**src/rtl/strobe_phase_tracker.sv**
```systemverilog
// Strobe phase tracker: finds which phase of a free-running local counter an incoming
// periodic strobe occupies, locks after repeated confirmation and flywheels through misses.
//
// state  | meaning
// SEARCH | waiting for any strobe to seed a candidate phase
// VERIFY | confirming the candidate phase with consecutive on-slot strobes
// LOCKED | phase known; flywheel stb_o on every slot, misses and strays flagged
module strobe_phase_tracker #(
    parameter int PERIOD   = 20,
    parameter int LOCK_CNT = 3,
    parameter int MISS_MAX = 2,
    localparam int CW      = $clog2(PERIOD)
) (
    input  logic          clk,
    input  logic          rst,
    input  logic          en_i,
    input  logic          stb_i,
    output logic          lock_o,
    output logic [CW-1:0] phase_o,
    output logic          stb_o,
    output logic          miss_o,
    output logic          err_o
);

    localparam int GW = $clog2(LOCK_CNT + 1);
    localparam int MW = $clog2(MISS_MAX + 1);

    typedef enum logic [1:0] {SEARCH, VERIFY, LOCKED} state_t;

    state_t        state, state_nx;
    logic [CW-1:0] ref_cnt, ref_cnt_nx;
    logic [CW-1:0] cand, cand_nx;
    logic [CW-1:0] phase_nx;
    logic [GW-1:0] good, good_nx, good_inc;
    logic [MW-1:0] miss, miss_nx, miss_inc;
    logic          stb_nx, miss_p_nx, err_nx;

    assign good_inc = good + GW'(1);
    assign miss_inc = miss + MW'(1);

    always_ff @(posedge clk) begin
        if (!rst) begin
            state   <= SEARCH;
            ref_cnt <= '0;
            cand    <= '0;
            good    <= '0;
            miss    <= '0;
            phase_o <= '0;
            lock_o  <= 1'b0;
            stb_o   <= 1'b0;
            miss_o  <= 1'b0;
            err_o   <= 1'b0;
        end else begin
            state   <= state_nx;
            ref_cnt <= ref_cnt_nx;
            cand    <= cand_nx;
            good    <= good_nx;
            miss    <= miss_nx;
            phase_o <= phase_nx;
            lock_o  <= (state_nx == LOCKED);
            stb_o   <= stb_nx;
            miss_o  <= miss_p_nx;
            err_o   <= err_nx;
        end
    end

    always_comb begin
        state_nx   = state;
        ref_cnt_nx = ref_cnt;
        cand_nx    = cand;
        good_nx    = good;
        miss_nx    = miss;
        phase_nx   = phase_o;
        stb_nx     = 1'b0;
        miss_p_nx  = 1'b0;
        err_nx     = 1'b0;
        if (en_i) begin
            ref_cnt_nx = (ref_cnt == CW'(PERIOD - 1)) ? '0 : ref_cnt + CW'(1);
            case (state)
                SEARCH: begin
                    if (stb_i) begin
                        cand_nx  = ref_cnt;
                        good_nx  = GW'(1);
                        state_nx = VERIFY;
                    end
                end
                VERIFY: begin
                    if (ref_cnt == cand) begin
                        if (stb_i) begin
                            good_nx = good_inc;
                            if (good_inc == GW'(LOCK_CNT)) begin
                                phase_nx = cand;
                                miss_nx  = '0;
                                state_nx = LOCKED;
                            end
                        end else begin
                            state_nx = SEARCH;
                        end
                    end else if (stb_i) begin
                        // a strobe elsewhere means the candidate was wrong; reseed from it
                        cand_nx = ref_cnt;
                        good_nx = GW'(1);
                    end
                end
                LOCKED: begin
                    if (ref_cnt == phase_o) begin
                        stb_nx = 1'b1;
                        if (stb_i) begin
                            miss_nx = '0;
                        end else begin
                            miss_p_nx = 1'b1;
                            miss_nx   = miss_inc;
                            if (miss_inc == MW'(MISS_MAX)) state_nx = SEARCH;
                        end
                    end else if (stb_i) begin
                        err_nx = 1'b1;
                    end
                end
                default: state_nx = SEARCH;
            endcase
        end
    end

endmodule
```
**config.mk**
```make
export PLATFORM = sky130hd
export DESIGN_NAME = strobe_phase_tracker
export DESIGN_NICKNAME = d
export VERILOG_FILES = /design/src/rtl/strobe_phase_tracker.sv
export SDC_FILE = /design/constraint.sdc
export NUM_CORES = 1
export LEC_CHECK = 0
export BUFFER_PORTS_ARGS = -buffer_cell sky130_fd_sc_hd__buf_2
export CORE_UTILIZATION = 60
export DETAILED_ROUTE_END_ITERATION = 8
export PLACE_DENSITY = 0.85
export SETUP_SLACK_MARGIN = 0.5
export SLEW_MARGIN = 20
export SYNTH_ARGS = -nofsm -noshare
export SYNTH_HDL_FRONTEND = slang
export SYNTH_SLANG_ARGS = --single-unit
```
**constraint.sdc**
```tcl
create_clock -name clk -period 2.9 [get_ports clk]
set_input_delay 0.58 -clock clk [delete_from_list [all_inputs] [get_ports clk]]
set_output_delay 0.58 -clock clk [all_outputs]
set_load 0.005 [all_outputs]
```
Word level (Yosys, flattened, before mapping)
Index checks and enable logic that the tools add are counted.
Storage, ports and cells
  output and inout bits: 9
  bits of input ports: 4
  register bits after elaboration: 25
Cells by class
  add/sub/neg operators: 3
  reductions and logical operators: 10
  multiplexer cells: 26
  bitwise logic cells: 3
  eq/ne operators: 14
Operator list (count)
  two-way mux 2 bit: 16
  two-way mux 5 bit: 3
  == test 5 bit: 2
  inequality test 2 bit (second input constant): 5
  one-hot mux 5 bit (2 select lines): 1
  AND reduction 3 bit: 3
  == test 2 bit (second input constant): 4
  one-hot mux 2 bit (2 select lines): 2
  one-hot mux 2 bit (3 select lines): 1
  AND reduction 6 bit: 1
  adder 5 x 1 -> 5 bit (second input constant): 1
  == test 5 bit (second input constant): 1
  AND reduction 5 bit: 1
  adder 2 x 1 -> 2 bit (second input constant): 2
  AND reduction 4 bit: 1
  nonzero test 2 bit: 2
  OR reduction 4 bit: 1
  two-way mux 1 bit: 3
  inequality test 3 bit (second input constant): 1
  inverter 1 bit: 3
  == test 2 x 1 -> 1 bit (second input constant): 1
  zero test 2 bit: 1

Depth between registers and ports, before layout
  word-level depth: 8
  mapped depth: 7
  mapped depth without buffers: 7

Worst setup path after synthesis
No wires, ideal clock.
  path kind: input to register
  start: input en_i
  end: register ref_cnt[0]
  stages: 4
  required time: 2.765 ns
  slack: 1.289 ns
  arrival time: 1.476 ns
  library setup time: 0.135 ns
  path through: clkbuf_1 > nand2_1 > o41ai_1 > nor2_1
RTL lines
  start: declaration: line 16  | input logic en_i,
  end signal: assignment: line 55  | ref_cnt <= ref_cnt_nx;
  end: declaration: line 31  | logic [CW-1:0] ref_cnt, ref_cnt_nx;

Worst setup path in the final report
  start: register ref_cnt[2]
  end: register cand[3]
Between the ends
  cells in the longest elaborated chain, start to end: 3
Ends and longest elaborated chain
  == test 5 bit: line 88  | if (ref_cnt == cand) begin
  inequality test 2 bit (no source line)
  AND reduction 3 bit (no source line)
  end signal: assignment: line 56  | cand <= cand_nx;
  end: declaration: line 32  | logic [CW-1:0] cand, cand_nx;
Every way passes these cells.
A chain may end at the register's enable or synchronous reset.

==> impl_metrics.json <==
{
  "status": "finished, final reports clean",
  "grt_max_degree": 27,
  "regToRegSetupSlack_ns": 1.06,
  "hold_slack_ns": 0.470,
  "max_cap_violations": 0,
  "grt_usage": 0.238,
  "syn_nets": 145,
  "leakagePower_nw": 0.576,
  "slew_violations": 0,
  "wl_per_cell_um": 12.6,
  "drt-initial-drc-count": 13,
  "hold_end": "good[1]",
  "hold_class": "flop to flop",
  "synth.distinct_cells": 36,
  "antenna_cells": 0,
  "nets": 155,
  "setup_viol_count_final": 0,
  "synth_cells": 138,
  "critPathSlowestCell": "dfxtp_1",
  "max_freq_ghz": 0.544,
  "setup_tns_ns": 0,
  "htreeDepth": 1,
  "start_kind": "flop",
  "avgSynthCellArea_um2": 8.81,
  "r2r_cells": 5,
  "cts.sinks": 25,
  "clockRootBuffer": "clkbuf_4",
  "synth_xor_area_frac": 0.0936,
  "antenna_found_initial": 0,
  "die_h_um": 47.0,
  "hpwl_mm": 1.60,
  "synth.yosys.warnings": 0,
  "io_buffers": 12,
  "area_growth_pct": 6.58,
  "drt.antenna.violating_nets": 0,
  "hold_viol_final": 0,
  "utilization": 0.712,
  "synth_ff_type": "dfxtp_1",
  "drt_wl_total_mm": 2.16,
  "clock-skew-final_ns": 0.00940,
  "syn_area_um2": 1220,
  "yosys.area.top_type_share": 0.412,
  "yosysMostFrequentCell": "nand2_1",
  "post-route-period-util": 0.634,
  "yosys.area_share.adder": 0.0309,
  "holdBufCountCts": 0,
  "path_class": "flop to flop",
  "vias": 931,
  "overflow": 0,
  "drc": 0,
  "ys_seq_area_frac": 0.412,
  "max_stage_delay_ns": 0.53,
  "critPathBufInv": 0,
  "cp_top_family": "flip-flops",
  "tightest_slew_ns": 0.533,
  "clock_latency_ns": 0.32,
  "dieArea_um2": 2210,
  "synth_edf_count": 0,
  "die_x_um": 47.0,
  "io_pins": 13,
  "crit_required_ns": 3.15,
  "worstSetupEndpointType": "flop",
  "rsz0062_at_grt": "false",
  "holdPathStages": 2,
  "r2r_start": "ref_cnt[2]",
  "synth_mux_area_frac": 0.0658,
  "layout-drive-gt1-share": 0.143,
  "start_util": 0.668,
  "cts_setup_buffers": 0,
  "period_needed_ns": 1.84,
  "synth_compound_area_frac": 0.103,
  "firstDrtPassIters": 4,
  "power_density_nw_per_um2": 440,
  "grt_pass1_wl_mm": 3.63,
  "yosys.area_share.simple": 0.245,
  "synth_top_family_by_area": "simple AND/OR/NAND/NOR gates",
  "cts_made_buffers": 3,
  "cts_resized": 0,
  "design.core.area_um2": 1820,
  "clk_pin_slew_ns": 0.14,
  "min_from": "good[1]",
  "synthTopCellsByCount": "nand2_1 (28), dfxtp_1 (25), xor2_1 (12)",
  "rows": 15,
  "routabilityCongestion": 0.839,
  "critPathArrivalTime_ns": 2.09,
  "vias_per_cell": 5.41,
  "cts_buffer_depth": 2,
  "worstPathMaxFanout": 8,
  "ys_seq_elements": 25,
  "yosys.area.top_type": "dfxtp_1",
  "cts_tree": "built",
  "ir_worst_vdd_mv": 0.363,
  "worstReg2RegEnd": "cand[3]",
  "yosys-top-cells-area": "dfxtp_1 (41%), nand2_1 (8.6%), xor2_1 (8.6%)",
  "crit_path_cell_trace": "xor2_1 -> nor3_2 -> nand2_2 -> o21ai_0 -> mux2i_1",
  "synthArstFlopShare": 0,
  "slew_headroom": 0.640,
  "grt_pass1_vias": 867
}
## tightest hold or removal path, stage by stage (launching register included)
cell	delay, ns
dfxtp_1	0.34
nand2_1	0.05
a21boi_1	0.05
## metrics by stage
stage               std cells  setup slack [ns]  instance area [um^2]  power, mW
global route              172             0.848                  1300      0.596
global placement          168              1.08                  1270      0.422
floorplan                 138              1.29                  1220      0.412
finish                    172              1.06                  1300      0.570
detailed placement        168              1.03                  1270      0.423
CTS                       172              1.07                  1300      0.572
## where the power goes
group	total [mW]	leakage, nW	internal [mW]	switching, mW
logic	0.0566	0.356	0.0217	0.0349
registers	0.360	0.202	0.350	0.0102
clock network	0.154	0.0177	0.0516	0.102
total	0.570	0.576	0.423	0.147
## cells by family after synthesis
logic type	after synthesis
buffers and inverters	13
adder cells (fa/ha/maj)	3
XOR/XNOR	13
AND/OR/NAND/NOR	58
multiplexers	8
AO/OA/AOI/OAI	18
flip-flops	25
## worst max-delay path by stage
stage,start,end,slack [ns],depth (start not counted)
2_1_floorplan,en_i,ref_cnt[0],1.29,4
3_3_place_gp,stb_i,miss[1],1.08,6
3_5_place_dp,stb_i,good[1],1.03,5
4_1_cts,ref_cnt[2],cand[3],1.07,5
5_1_grt,ref_cnt[2],cand[3],0.85,5
6_report,ref_cnt[2],cand[3],1.06,5
## cell usage in the layout (no fill, tap or decap), types with 2 or more instances in the layout
cell / netlist / final
nand2_1: 28 / 28
dfxtp_1: 25 / 25
xor2_1: 12 / 12
buf_2: 0 / 12
mux2i_1: 8 / 8
nor2_1: 7 / 7
inv_1: 6 / 6
nor2b_1: 5 / 5
a21boi_0: 5 / 5
o21ai_0: 4 / 4
nand3_1: 3 / 3
o22ai_1: 3 / 3
ha_1: 3 / 3
clkbuf_4: 0 / 3
nor3_2: 2 / 2
nor4b_1: 2 / 2
## cell type report
class,count,area (um^2)
Tap cell,25,31.3
Multi-Input combinational cell,100,654
Clock inverter,1,5.00
Inverter,6,22.5
Clock buffer,3,22.5
Fill cell,149,524
Timing Repair Buffer,12,60.1
Sequential cell,25,500
## registers in the layout, summed over array words and instances, names as in the netlist
register	flops
ref_cnt	5
miss	2
phase_o	5
lock_o	1
miss_o	1
good	2
stb_o	1
cand	5
err_o	1
state	2
## layer usage
| metal | track usage | up-vias | part of all wire |
|---|---|---|---|
| li1 | - | 478 | - |
| met1 | 0.305 | 428 | 0.48 |
| met2 | 0.394 | 21 | 0.47 |
| met3 | 0.0346 | 4 | 0.037 |
| met4 | 0.109 | 0 | 0.013 |
| met5 | 0 | - | 0 |
Power figures use the tool's default switching activity.
